File: src/rtl/logic_gate_pipe_if.sv
// ============================================================================
// Module      : logic_gate_pipe_if
// Description : Operand/result handshake bundle for logic_gate_pipe.
// Revision    : 1.0 - initial release
// ============================================================================
`default_nettype none

interface logic_gate_pipe_if #(
    parameter int WIDTH = 4
);
    logic             in_valid;
    logic             in_ready;
    logic [WIDTH-1:0] a;
    logic [WIDTH-1:0] b;
    logic [1:0]       op;
    logic             out_valid;
    logic             out_ready;
    logic [WIDTH-1:0] result;
    logic             zero;
    logic [15:0]      op_count;

    modport master (
        output in_valid, a, b, op, out_ready,
        input  in_ready, out_valid, result, zero, op_count
    );

    modport slave (
        input  in_valid, a, b, op, out_ready,
        output in_ready, out_valid, result, zero, op_count
    );
endinterface

`default_nettype wire

File: src/rtl/logic_gate_pipe.sv
// ============================================================================
// Module      : logic_gate_pipe
// Description : Bitwise AND/OR/XOR/NAND unit feeding a DEPTH-entry result FIFO.
// Revision    : 1.0 - initial release
// ============================================================================
`default_nettype none

module logic_gate_pipe #(
    parameter int WIDTH = 4,
    parameter int DEPTH = 2
) (
    input  wire logic          clk,
    input  wire logic          rst,
    logic_gate_pipe_if.slave   bus
);

    localparam int c_AW = $clog2(DEPTH);
    localparam int c_CW = $clog2(DEPTH) + 1;

    localparam logic [1:0] c_OP_AND  = 2'b00;
    localparam logic [1:0] c_OP_OR   = 2'b01;
    localparam logic [1:0] c_OP_XOR  = 2'b10;

    // Each entry carries {zero, result}
    logic [WIDTH:0]      r_mem [DEPTH];
    logic [c_AW-1:0]     r_wptr;
    logic [c_AW-1:0]     r_rptr;
    logic [c_CW-1:0]     r_count;
    logic [WIDTH-1:0]    r_last;
    logic                r_last_zero;
    logic [15:0]         r_op_count;

    logic [WIDTH-1:0]    w_calc;
    logic [WIDTH:0]      w_head;
    logic                w_full;
    logic                w_empty;
    logic                w_push;
    logic                w_pop;

    always_comb begin
        w_calc = '0;
        case (bus.op)
            c_OP_AND: w_calc = bus.a & bus.b;
            c_OP_OR:  w_calc = bus.a | bus.b;
            c_OP_XOR: w_calc = bus.a ^ bus.b;
            default:  w_calc = ~(bus.a & bus.b);
        endcase
    end

    assign w_full  = (r_count == c_CW'(DEPTH));
    assign w_empty = (r_count == '0);

    // Held low while rst is high so no transfer is offered during reset
    assign bus.in_ready = !rst && !w_full;

    assign w_push = bus.in_valid && bus.in_ready;
    assign w_pop  = !w_empty && bus.out_ready;

    assign w_head        = r_mem[r_rptr];
    assign bus.out_valid = !w_empty;
    assign bus.result    = w_empty ? r_last      : w_head[WIDTH-1:0];
    assign bus.zero      = w_empty ? r_last_zero : w_head[WIDTH];
    assign bus.op_count  = r_op_count;

    always_ff @(posedge clk) begin
        if (w_push) begin
            r_mem[r_wptr] <= {(w_calc == '0), w_calc};
        end
    end

    always_ff @(posedge clk) begin
        if (rst) begin
            r_wptr      <= '0;
            r_rptr      <= '0;
            r_count     <= '0;
            r_last      <= '0;
            r_last_zero <= 1'b0;
            r_op_count  <= '0;
        end else begin
            if (w_push) begin
                r_wptr <= r_wptr + c_AW'(1);
            end
            // The popped entry is remembered so outputs hold once the FIFO drains
            if (w_pop) begin
                r_rptr      <= r_rptr + c_AW'(1);
                r_last      <= w_head[WIDTH-1:0];
                r_last_zero <= w_head[WIDTH];
                if (r_op_count != 16'hFFFF) begin
                    r_op_count <= r_op_count + 16'd1;
                end
            end
            case ({w_push, w_pop})
                2'b10:   r_count <= r_count + c_CW'(1);
                2'b01:   r_count <= r_count - c_CW'(1);
                default: r_count <= r_count;
            endcase
        end
    end

endmodule

`default_nettype wire

File: src/flat_wrapper.sv
// flat-port wrapper written by rule: the top's interface ports become plain ports
module logic_gate_pipe_flat 
#(
    parameter int WIDTH = 4,
    parameter int DEPTH = 2
)
  (clk, rst, bus_in_valid, bus_a, bus_b, bus_op, bus_out_ready, bus_in_ready, bus_out_valid, bus_result, bus_zero, bus_op_count);
  logic_gate_pipe_if #(.WIDTH(WIDTH)) bus_i ();
  input  wire logic clk;
  input  wire logic rst;
  input wire logic [$bits(bus_i.in_valid)-1:0] bus_in_valid;
  input wire logic [$bits(bus_i.a)-1:0] bus_a;
  input wire logic [$bits(bus_i.b)-1:0] bus_b;
  input wire logic [$bits(bus_i.op)-1:0] bus_op;
  input wire logic [$bits(bus_i.out_ready)-1:0] bus_out_ready;
  output wire logic [$bits(bus_i.in_ready)-1:0] bus_in_ready;
  output wire logic [$bits(bus_i.out_valid)-1:0] bus_out_valid;
  output wire logic [$bits(bus_i.result)-1:0] bus_result;
  output wire logic [$bits(bus_i.zero)-1:0] bus_zero;
  output wire logic [$bits(bus_i.op_count)-1:0] bus_op_count;
  assign bus_i.in_valid = bus_in_valid;
  assign bus_i.a = bus_a;
  assign bus_i.b = bus_b;
  assign bus_i.op = bus_op;
  assign bus_i.out_ready = bus_out_ready;
  assign bus_in_ready = bus_i.in_ready;
  assign bus_out_valid = bus_i.out_valid;
  assign bus_result = bus_i.result;
  assign bus_zero = bus_i.zero;
  assign bus_op_count = bus_i.op_count;
  logic_gate_pipe #(.WIDTH(WIDTH), .DEPTH(DEPTH)) u_core (.clk(clk), .rst(rst), .bus(bus_i));
endmodule
File: config.mk
export PLATFORM = sky130hd
export DESIGN_NAME = logic_gate_pipe_flat
export DESIGN_NICKNAME = d
export VERILOG_FILES = /design/src/rtl/logic_gate_pipe_if.sv /design/src/rtl/logic_gate_pipe.sv /design/src/flat_wrapper.sv
export SDC_FILE = /design/constraint.sdc
export NUM_CORES = 1
export LEC_CHECK = 0
export CAP_MARGIN = 10
export CORE_UTILIZATION = 35
export CTS_CLUSTER_DIAMETER = 50
export DETAILED_ROUTE_END_ITERATION = 10
export REMOVE_ABC_BUFFERS = 1
export SETUP_SLACK_MARGIN = 0.2
export SLEW_MARGIN = 20
export SYNTH_ARGS = -nofsm -noshare
export SYNTH_HDL_FRONTEND = slang
export SYNTH_SLANG_ARGS = --single-unit
File: constraint.sdc
create_clock -name clk -period 2.75 [get_ports clk]
set_input_delay 0.6875 -clock clk [delete_from_list [all_inputs] [get_ports clk]]
set_output_delay 0.6875 -clock clk [all_outputs]
set_load 0.01 [all_outputs]
==> results.py <==
metrics = {
    "logic_synthesis": {
        "synth-seq-area-share_pct": 42.8,
        "synth.most_common_cell": "dfxtp_1",
        "synth_top_area_cell": "dfxtp_1",
        "synth-seq-cells": 36,
        "ys.flop_type": "dfxtp_1",
        "syn_area_sq_um": 1920,
        "synth_area_leaders": "dfxtp_1 27%, edfxtp_1 16%, ha_1 6.5%, nor2_1 4.9%, a21oi_1 4.7%",
        "synth_cell_types": 43,
        "synth-warning-count": 0,
        "synth_common_cells": "26 x dfxtp_1, 25 x nor2_1, 18 x a21oi_1",
        "synth_area_per_cell_sq_um": 8.95,
        "synth_top_area_share_pct": 27.2,
        "netlist_instances": 214,
        "async_reset_ff_share_pct": 0,
        "synth_edf_count": 10,
    },
    "sta": {
        "worst_slew_pin_slew_ps": 557,
        "max_slew_margin_pct": 62.6,
        "grt_setup_unrepaired": "no",
        "setup_ws_ps": 333,
        "period_needed_ps": 2420,
        "final-max-slew-violation-count": 0,
        "setup_violations": 0,
        "skew_ps": 14.1,
        "finalHoldViolCount": 0,
        "final.period_utilization_pct": 87.9,
        "max_freq_mhz": 414,
        "fin_tns_setup_ps": 0,
    },
    "global_route": {
        "grt-ovfl-total": 0,
        "grt_pass1_vias": 1399,
        "grt_max_degree": 23,
        "grt_pass1_wl_um": 6650,
        "antenna_found_initial": 0,
        "grt_util_all_layers_pct": 14.5,
    },
    "setup_path": {
        "crit_arrival_ps": 1730,
        "cp-end-kind": "output port",
        "cp-start-kind": "flip-flop",
        "path_class": "reg -> out",
        "cpPeakStageDelay_ps": 570,
        "worstPathMaxFanout": 11,
        "required_ps": 2060,
        "crit_slowest_cell": "clkdlybuf4s50_1",
        "cp_cell_sequence": "or2_4 -> a21oi_1 -> clkdlybuf4s50_1",
    },
    "clocking": {
        "htree_num_levels": 2,
        "cts_tree": "built",
        "cts_buffers": 5,
        "cts_buffer_depth": 2,
        "clock_latency_ps": 290,
        "cts_setup_buffers": 0,
        "cts-root-buf": "clkbuf_8",
        "cts.clk_slew.worst_paths_ps": 80,
        "cts.sinks": 36,
    },
    "routing": {
        "drc": 0,
        "viasPerCell": 5.02,
        "final_antenna_net_count": 0,
        "drt_iter0_markers": 48,
        "vias": 1610,
        "routed_wl_um": 3870,
        "drtPass1Iterations": 4,
        "wl_per_cell_um": 12.1,
    },
    "floorplanning": {
        "fp.dieArea_sq_um": 5770,
        "num_io_pins": 37,
        "die_w_um": 76.0,
        "die_h_um": 76.0,
        "start_util_pct": 36.8,
        "core_sq_um": 5200,
        "num_rows": 26,
    },
    "run": {
        "cap_viol_max_count": 0,
    },
    "place": {
        "place_ws_ps": 114,
        "routabilityCongestion": 0.753,
        "dpl.hpwl_um": 2800,
        "portBuffers": 36,
    },
    "final_layout": {
        "drive_above_1_share_pct": 9.16,
        "layout.nets": 274,
        "syn2layout_area_growth_pct": 27.4,
        "num_antenna_cells": 0,
    },
    "power_and_ir_drop": {
        "power_leakage_nw": 0.884,
        "ir_worst_vdd_uv": 260,
        "finalPower_mw": 1.56,
        "p_per_area_nw_per_um2": 638,
    },
    "hold_path": {
        "holdCritPathClass": "reg -> reg",
    },
    "status": {
        "outcome": "finished clean",
    },
}
## cell type report
cell class	instances	area, sq um
fill	559	2770
timing repair buffer	41	397
inverter	13	48.8
clock inverter	1	5.00
sequential	36	823
clock buffer	7	76.3
multi-input combinational	153	1000
tap	70	87.6
## final timing paths
check | start | endpoint | slack [ps] | cells past startpoint
hold / removal | u_core.r_last_zero$_SDFFE_PP0P_ | u_core.r_last_zero$_SDFFE_PP0P_ | 500 | 2
hold reg to reg | u_core.r_last_zero$_SDFFE_PP0P_ | u_core.r_last_zero$_SDFFE_PP0P_ | 500 | 2
setup reg to reg | u_core.bus.op_count[0]$_SDFFE_PP0P_ | u_core.bus.op_count[14]$_SDFFE_PP0P_ | 820 | 5
setup / recovery | u_core.r_count[0]$_SDFFE_PP0P_ | bus_result[3] | 330 | 3
## report_power, final
group	total [mW]	switching, mW	internal, mW
sequential	0.672	0.0564	0.615
combinational	0.522	0.250	0.272
clock	0.362	0.185	0.178
## worst max-delay path, delay by kind of cell (launching register included)
family,cells,cell delay (ps)
buf+inv,1,570
flops,1,370
simple gates,1,310
compound gates,1,190
## routing by layer
layer / global-route usage, % / up-vias / part of all wire (%)
met2: 21.4 / 30 / 45
met1: 20.1 / 739 / 52
met5: 0 / - / 0
met3: 3.71 / 2 / 2.3
met4: 5.77 / 0 / 1.0
li1: - / 839 / -
## stage by stage
stage | cells | hold slack (ps) | area [sq um] | util [%]
after floorplan | 202 | 473 | 1870 | -
after global placement | 313 | 487 | 2350 | 45.2
after detailed placement | 313 | 491 | 2350 | 45.2
after CTS | 321 | 500 | 2440 | 46.8
after global routing | 321 | 514 | 2440 | 46.9
final | 321 | 499 | 2440 | 46.9
## repair_timing
item,4_1_cts,5_1_grt
setup endpoints to repair,4,4
gates cloned,0,0
resized for setup,2,2
hold buffers,0,0
pin swaps,0,0
## cells by family after synthesis
| logic type | Yosys count | synth area share (%) |
|---|---|---|
| simple gates | 82 | 23.7 |
| compound gates | 50 | 16.1 |
| flops | 36 | 42.8 |
| buf+inv | 25 | 4.96 |
| fa+ha+maj | 10 | 6.53 |
| mux | 7 | 3.98 |
| xor+xnor | 4 | 1.83 |
## flip-flops by register name (all words and copies together), names as in the netlist, named ones only
| register | cells |
|---|---|
| u_core.bus.op_count | 16 |
| u_core.r_mem | 10 |
| u_core.r_last | 4 |
| u_core.r_count | 2 |
| u_core.r_last_zero | 1 |
| u_core.r_rptr | 1 |
| u_core.r_wptr | 1 |
## placed cells by master (no fill, tap or decap), types with 5 or more instances in the layout
| cell type | instances |
|---|---|
| a211oi_1 | 6 |
| a21oi_1 | 18 |
| buf_4 | 5 |
| clkbuf_8 | 5 |
| clkdlybuf4s50_1 | 35 |
| dfxtp_1 | 24 |
| edfxtp_1 | 10 |
| ha_1 | 10 |
| inv_1 | 12 |
| mux2i_1 | 5 |
| nand2_1 | 7 |
| nand4_1 | 5 |
| nor2_1 | 25 |
| nor2b_1 | 10 |
| nor3_1 | 10 |
| o21ai_0 | 15 |
| or3_1 | 5 |
Note: power is estimated with default switching activity, not from simulation.
